### src/rtl/alu_test_console_pkg.sv
// Shared definitions for the ALU test console: opcode table, display characters
// and flag bit positions used by the ALU and the text display.
package alu_test_console_pkg;

    typedef enum logic [7:0] {
        OPC_ADD = 8'h10,
        OPC_AND = 8'h20,
        OPC_CMP = 8'h30,
        OPC_LSH = 8'h40,
        OPC_OR  = 8'h50,
        OPC_SUB = 8'h60,
        OPC_XOR = 8'h70
    } opcode_e;

    localparam int OP_TABLE_LEN  = 7;

    localparam int FLAG_CARRY    = 0;
    localparam int FLAG_LOW      = 1;
    localparam int FLAG_FLAG     = 2;
    localparam int FLAG_Z        = 3;
    localparam int FLAG_NEGATIVE = 4;

    // Indices past the populated table map to 0 so a larger NUM_OPS stays defined.
    function automatic logic [7:0] op_table(input logic [3:0] idx);
        case (idx)
            4'd0:    op_table = OPC_ADD;
            4'd1:    op_table = OPC_AND;
            4'd2:    op_table = OPC_CMP;
            4'd3:    op_table = OPC_LSH;
            4'd4:    op_table = OPC_OR;
            4'd5:    op_table = OPC_SUB;
            4'd6:    op_table = OPC_XOR;
            default: op_table = 8'h00;
        endcase
    endfunction

    function automatic logic [7:0] op_char(input logic [3:0] idx);
        case (idx)
            4'd0:    op_char = "+";
            4'd1:    op_char = "&";
            4'd2:    op_char = "?";
            4'd3:    op_char = "<";
            4'd4:    op_char = "|";
            4'd5:    op_char = "-";
            4'd6:    op_char = "^";
            default: op_char = " ";
        endcase
    endfunction

endpackage

### src/rtl/alu_test_console_edge_pulse.sv
// Rising-edge detector: one-cycle registered pulse on a 0->1 input transition.
// The history register resets high so a level held across reset gives no pulse.
module edge_pulse (
    input  logic clk,
    input  logic reset_n,
    input  logic level_i,
    output logic pulse_o
);

    logic level_q;
    logic pulse_q;

    always_ff @(posedge clk or negedge reset_n) begin
        if (!reset_n) begin
            level_q <= 1'b1;
            pulse_q <= 1'b0;
        end else begin
            level_q <= level_i;
            pulse_q <= level_i & ~level_q;
        end
    end

    assign pulse_o = pulse_q;

endmodule

### src/rtl/alu_test_console.sv
// Operand/opcode controller for on-board ALU testing with a newest-first
// history ring of executed results for the text display.
module alu_test_console
    import alu_test_console_pkg::*;
#(
    parameter int               WIDTH   = 16,
    parameter int               DEPTH   = 8,
    parameter int               NUM_OPS = 7,
    parameter int               FLAG_W  = 5,
    parameter logic [WIDTH-1:0] INIT_A  = 16'hCAFE,
    parameter logic [WIDTH-1:0] INIT_B  = 16'h1234
) (
    input  logic                           clk,
    input  logic                           reset_n,
    input  logic [7:0]                     sw,
    input  logic                           load_a,
    input  logic                           load_b,
    input  logic                           op_next,
    input  logic                           op_prev,
    input  logic                           exec,
    input  logic [WIDTH-1:0]               alu_result,
    input  logic [FLAG_W-1:0]              alu_flags,
    input  logic [$clog2(DEPTH)-1:0]       hist_sel,
    output logic [WIDTH-1:0]               a,
    output logic [WIDTH-1:0]               b,
    output logic [7:0]                     opcode,
    output logic [3:0]                     op_index,
    output logic [$clog2(WIDTH/8):0]       ptr_a,
    output logic [$clog2(WIDTH/8):0]       ptr_b,
    output logic [$clog2(DEPTH):0]         hist_count,
    output logic                           hist_valid,
    output logic [WIDTH-1:0]               hist_result,
    output logic [FLAG_W-1:0]              hist_flags,
    output logic [3:0]                     hist_op
);

    localparam int NBYTES = WIDTH / 8;
    localparam int PW     = $clog2(NBYTES) + 1;
    localparam int AW     = $clog2(DEPTH);
    localparam int CW     = AW + 1;
    localparam int EW     = WIDTH + FLAG_W + 4;

    localparam logic [PW-1:0] PTR_TOP = PW'(NBYTES - 1);
    localparam logic [3:0]    OP_LAST = 4'(NUM_OPS - 1);
    localparam logic [CW-1:0] CNT_MAX = CW'(DEPTH);

    // Button order: load_a, load_b, op_next, op_prev, exec.
    logic [4:0] btn_level;
    logic [4:0] btn_pulse;
    assign btn_level = {exec, op_prev, op_next, load_b, load_a};

    genvar gi;
    generate
        for (gi = 0; gi < 5; gi++) begin : g_edge
            edge_pulse u_edge (
                .clk     (clk),
                .reset_n (reset_n),
                .level_i (btn_level[gi]),
                .pulse_o (btn_pulse[gi])
            );
        end
    endgenerate

    logic load_a_p, load_b_p, op_next_p, op_prev_p, exec_p;
    assign {exec_p, op_prev_p, op_next_p, load_b_p, load_a_p} = btn_pulse;

    logic [WIDTH-1:0]  a_q, b_q;
    logic [PW-1:0]     ptr_a_q, ptr_b_q;
    logic [3:0]        op_index_q;
    logic [AW-1:0]     wr_ptr_q;
    logic [CW-1:0]     hist_count_q;
    logic              hist_valid_q;
    logic [EW-1:0]     hist_data_q;
    logic [EW-1:0]     hist_mem [DEPTH];

    logic [AW-1:0]     rd_idx_d;
    logic              hist_valid_d;
    assign rd_idx_d     = wr_ptr_q - AW'(1) - hist_sel;
    assign hist_valid_d = ({1'b0, hist_sel} < hist_count_q);

    always_ff @(posedge clk) begin
        if (exec_p) begin
            hist_mem[wr_ptr_q] <= {alu_result, alu_flags, op_index_q};
        end
    end

    always_ff @(posedge clk or negedge reset_n) begin
        if (!reset_n) begin
            a_q          <= INIT_A;
            b_q          <= INIT_B;
            ptr_a_q      <= PTR_TOP;
            ptr_b_q      <= PTR_TOP;
            op_index_q   <= 4'd0;
            wr_ptr_q     <= '0;
            hist_count_q <= '0;
            hist_valid_q <= 1'b0;
            hist_data_q  <= '0;
        end else begin
            if (load_a_p) begin
                a_q[{ptr_a_q, 3'b000} +: 8] <= sw;
                ptr_a_q <= (ptr_a_q == '0) ? PTR_TOP : ptr_a_q - PW'(1);
            end
            if (load_b_p) begin
                b_q[{ptr_b_q, 3'b000} +: 8] <= sw;
                ptr_b_q <= (ptr_b_q == '0) ? PTR_TOP : ptr_b_q - PW'(1);
            end
            case ({op_next_p, op_prev_p})
                2'b10:   op_index_q <= (op_index_q == OP_LAST) ? 4'd0 : op_index_q + 4'd1;
                2'b01:   op_index_q <= (op_index_q == 4'd0) ? OP_LAST : op_index_q - 4'd1;
                default: op_index_q <= op_index_q;
            endcase
            if (exec_p) begin
                wr_ptr_q <= wr_ptr_q + AW'(1);
                if (hist_count_q != CNT_MAX) begin
                    hist_count_q <= hist_count_q + CW'(1);
                end
            end
            hist_valid_q <= hist_valid_d;
            hist_data_q  <= hist_valid_d ? hist_mem[rd_idx_d] : '0;
        end
    end

    assign a           = a_q;
    assign b           = b_q;
    assign ptr_a       = ptr_a_q;
    assign ptr_b       = ptr_b_q;
    assign op_index    = op_index_q;
    assign opcode      = op_table(op_index_q);
    assign hist_count  = hist_count_q;
    assign hist_valid  = hist_valid_q;
    assign hist_result = hist_data_q[EW-1 -: WIDTH];
    assign hist_flags  = hist_data_q[4 +: FLAG_W];
    assign hist_op     = hist_data_q[3:0];

endmodule

### config.mk
export PLATFORM = sky130hd
export DESIGN_NAME = alu_test_console
export DESIGN_NICKNAME = d
export VERILOG_FILES = /design/src/rtl/alu_test_console_pkg.sv /design/src/rtl/alu_test_console_edge_pulse.sv /design/src/rtl/alu_test_console.sv
export SDC_FILE = /design/constraint.sdc
export NUM_CORES = 1
export LEC_CHECK = 0
export ABC_AREA = 1
export CAP_MARGIN = 20
export CORE_MARGIN = 5
export CORE_UTILIZATION = 57
export DETAILED_ROUTE_END_ITERATION = 8
export GPL_TIMING_DRIVEN = 0
export PLACE_DENSITY = 0.86
export SKIP_LAST_GASP = 1
export SYNTH_ARGS = -nofsm -noshare
export SYNTH_HDL_FRONTEND = slang
export SYNTH_SLANG_ARGS = --single-unit
### constraint.sdc
create_clock -name clk -period 3.13 [get_ports clk]
set_input_delay 0.4695 -clock clk [delete_from_list [all_inputs] [get_ports clk]]
set_output_delay 0.4695 -clock clk [all_outputs]
set_load 0.005 [all_outputs]
==> metrics.md <==
| Metric | Value |
|---|---|
| Sequential share of the synthesized area | `70.4%` |
| Setup crit end kind | `output pin` |
| WP data arrival | `2490 ps` |
| CP delay by family, top | `flip-flops` |
| GPL Wtd Cong | `between 0.8 and 0.9` |
| Worst R2R Setup Slack | `630 ps` |
| Routed Antenna Nets | `0` |
| Min-Delay Path Class | `in2reg` |
| Total power | `12.2 mW` |
| Slowest Stage Delay on Critical Path | `620 ps` |
| CTS max path bufs | `3` |
| Routed vias/inst | `between 5 and 6` |
| Final period utilization | `94.7%` |
| DR pass1 iterations | `6` |
| Number of library cell types mapped by synthesis | `28` |
| Final min period | `2960 ps` |
| CP Cell Sequence | `inv_1 -> ha_1 -> or2_2 -> nand3_1 -> o211ai_1 -> clkdlybuf4s50_1` |
| Chip Width | `between 150 and 200 um` |
| Max Fclk | `about 340 MHz` |
| Peak supply drop | `just over 0.5 mV` |
| Leak | `slightly below 6 nW` |
| Worst hold stages | `1` |
| Critical-path top delay cell | `dfrtp_1` |
| Layout cells sized above 1 | `roughly a tenth` |
| Syn_area_per_cell | `around 11 um^2` |
| Root buffer cell | `clkbuf_16` |
| RSZ-0062 raised after global routing | `false` |
| DRT iter0 DRCs | `871` |
| Hold path start | `exec` |
| Setup CP Type | `reg2out` |
| Setup-failing EPs final | `0` |
| Initial antenna violation count | `0` |
| Grt ovf | `0` |
| Clock Skew | `about 22 ps` |
| Minimum hold slack | `370 ps` |
| Initial Util | `around 57%` |
| Max-slew violation count | `0` |
| Post-Synthesis Cells | `1047` |
| Hpwl dp | `roughly 17 mm` |
| Total stage count of the critical path | `6` |
| Die height | `between 150 and 200 um` |
| DRC | `0` |
| Crit path launch type | `register` |
| CORE AREA | `approximately 20000 um^2` |
| Setup bufs post-CTS | `0` |
| First-pass GRT wire length | `between 40 and 50 mm` |
| H-tree Lvls | `1` |
| CTS buffer count | `29` |
| Core Rows | `52` |
| TritonCTS clock tree | `built` |
| Filler cells | `~1300` |
| Diode count | `0` |
| Nets@finish | `1256` |
| Crit path buffers/inverters | `2` |
| RR Endpoint | `hist_data_q[14]` |
| Gr usage total | `between 20% and 30%` |
| Worst-path clk slew | `about 60 ps` |
| Yosys reg bits | `around 280` |
| R2R depth | `9` |
| Status | `finished, final reports clean` |
| Final Hold Vio Count | `0` |
| Die ar. | `~23000 um^2` |
| Via count of the routed design | `about 8200` |
| Max_slew headroom | `between 20% and 30%` |
| Port bufs | `between 100 and 150` |
| Max-cap violations | `0` |
| Cell Area, Synth | `roughly 12000 um^2` |
| Pwr dens | `870 nW/um^2` |
| Worst r2r src | `wr_ptr_q[0]` |
| Skew-Pair Late Insertion Delay | `550 ps` |
| Worst Hold End | `g_edge[4].u_edge.level_q` |
| Area Overhead vs Synth | `22.2%` |
| I/O pin count | `~120` |
| DR WL/cell | `between 15 and 20 um` |
| Worst slew pin tran | `1060 ps` |
| TNS Setup | `0 ps` |
| Final WL | `around 28 mm` |
| Largest net degree at the start of global routing | `between 40 and 50` |
| Synthesis Warnings | `0` |
| CTS sink count | `about 280` |
| Vias in the first global route | `approximately 8000` |
| Required time of the worst setup path | `about 2700 ps` |
| Largest fanout on the critical path | `15` |
-- repair_timing --
item | CTS | global route
hold buffers | 1 | 0
endpoints found under the hold margin | 25 | 0
resized for setup | 0 | 1
setup endpoints to repair | 0 | 2
-- synth_stat cells --
cell type | n | area share, %
nor2_1 | 49 | 1.6
nand2_2 | 5 | 0.27
dfrtp_1 | 60 | 13
a22o_1 | 1 | 0.076
conb_1 | 1 | 0.033
a21oi_2 | 1 | 0.076
dfstp_2 | 23 | 5.2
o21ai_0 | 40 | 1.7
a22oi_1 | 1 | 0.065
fa_1 | 1 | 0.17
a21boi_0 | 1 | 0.065
edfxtp_1 | 200 | 52
buf_4 | 8 | 0.52
ha_1 | 19 | 2.1
buf_2 | 21 | 0.91
o211ai_1 | 1 | 0.065
o21bai_1 | 1 | 0.065
or2_2 | 2 | 0.11
clkbuf_1 | 15 | 0.49
nand2_1 | 404 | 13
inv_1 | 48 | 1.6
inv_2 | 3 | 0.098
nand4_1 | 1 | 0.054
nand3_1 | 129 | 5.6
buf_6 | 3 | 0.29
a21oi_1 | 4 | 0.17
a2bb2oi_1 | 1 | 0.076
xor2_1 | 4 | 0.30
-- kinds of logic after synthesis --
group / share of synthesized area, %
compound gates: 2.40
fa+ha+maj: 2.24
flops: 70.4
buf+inv: 3.87
other cells: 0.0325
xor+xnor: 0.304
simple gates: 20.8
-- cell usage in the layout, fill, tap and decap left out, types with 2 or more instances in the layout --
| cell type | netlist | routed |
|---|---|---|
| conb_1 | 1 | 5 |
| a21oi_1 | 4 | 4 |
| inv_2 | 3 | 3 |
| dfstp_2 | 23 | 23 |
| xor2_1 | 4 | 4 |
| buf_6 | 3 | 3 |
| clkbuf_16 | 0 | 29 |
| nor2_4 | 0 | 6 |
| dfrtp_1 | 60 | 59 |
| clkinv_2 | 0 | 8 |
| nand2_2 | 5 | 5 |
| inv_1 | 48 | 48 |
| ha_1 | 19 | 19 |
| o21ai_0 | 40 | 40 |
| inv_6 | 0 | 2 |
| or2_2 | 2 | 2 |
| buf_2 | 21 | 21 |
| nand3_1 | 129 | 129 |
| buf_4 | 8 | 9 |
| clkinv_1 | 0 | 4 |
| clkdlybuf4s50_1 | 0 | 110 |
| nor2_1 | 49 | 41 |
| clkbuf_1 | 15 | 20 |
| nand2_1 | 404 | 404 |
| nor2_2 | 0 | 2 |
| edfxtp_1 | 200 | 200 |
| bufinv_16 | 0 | 5 |
| buf_8 | 0 | 2 |
-- worst reg2reg max path, cell delays in order (launching register included) --
cell	delay, ps
dfrtp_1	440
ha_1	220
fa_1	470
buf_2	220
clkbuf_1	550
nand3_1	190
nand2_1	100
nand2_1	60
nand2_1	90
nor2_1	50
-- metal layers --
metal | up-vias | global-route usage [%] | routed length (um)
met3 | 89 | 3.75 | 2300
met2 | 473 | 40.4 | 14000
met5 | - | 0 | 0
met1 | 3909 | 29.1 | 10300
met4 | 0 | 9.63 | 1120
li1 | 3776 | - | -
-- worst max path at each step --
| stage | end | start |
|---|---|---|
| detailed placement | hist_data_q[13] | hist_sel[0] |
| finish | opcode[6] | op_index[1] |
| global route | opcode[6] | op_index[1] |
| CTS | opcode[6] | op_index[0] |
| global placement | hist_data_q[8] | reset_n |
| floorplan | hist_mem[0][0] | g_edge[4].u_edge.pulse_o |
-- where the power goes --
group	internal, mW	leakage [nW]	switching (mW)
Combinational	1.49	2.47	2.31
Clock	2.12	0.485	1.41
Sequential	4.62	2.81	0.296
-- state kept, by name, summed over array words and instances (netlist names) --
register,count
hist_mem,200
hist_data_q,25
a,16
b,16
g_edge.u_edge.level_q,5
g_edge.u_edge.pulse_o,5
hist_count,4
op_index,4
wr_ptr_q,3
ptr_a,2
ptr_b,2
hist_valid,1
-- stage by stage --
| step | setup slack (ps) | instance area [um^2] | util (%) | cells |
|---|---|---|---|---|
| floorplan | 892 | 11500 | - | 1051 |
| global placement | -1450 | 13000 | 64.6 | 1432 |
| detailed placement | 136 | 13100 | 65.1 | 1435 |
| CTS | 15.4 | 14100 | 70.0 | 1490 |
| global route | 48.3 | 14100 | 70.1 | 1490 |
| finish | 166 | 14100 | 70.1 | 1490 |
-- cell type report --
class / instances / area (um^2) / share of cell area, %
plain buffers: 47 / 255 / 1.81
well taps: 270 / 338 / 2.40
repair buffers: 115 / 1180 / 8.35
clock buffers: 34 / 744 / 5.29
clock inverters: 20 / 231 / 1.64
inverters: 51 / 191 / 1.36
multi-input cells: 670 / 3030 / 21.5
flip-flops and latches: 283 / 8110 / 57.6
Note: power is estimated with default switching activity, not from simulation.
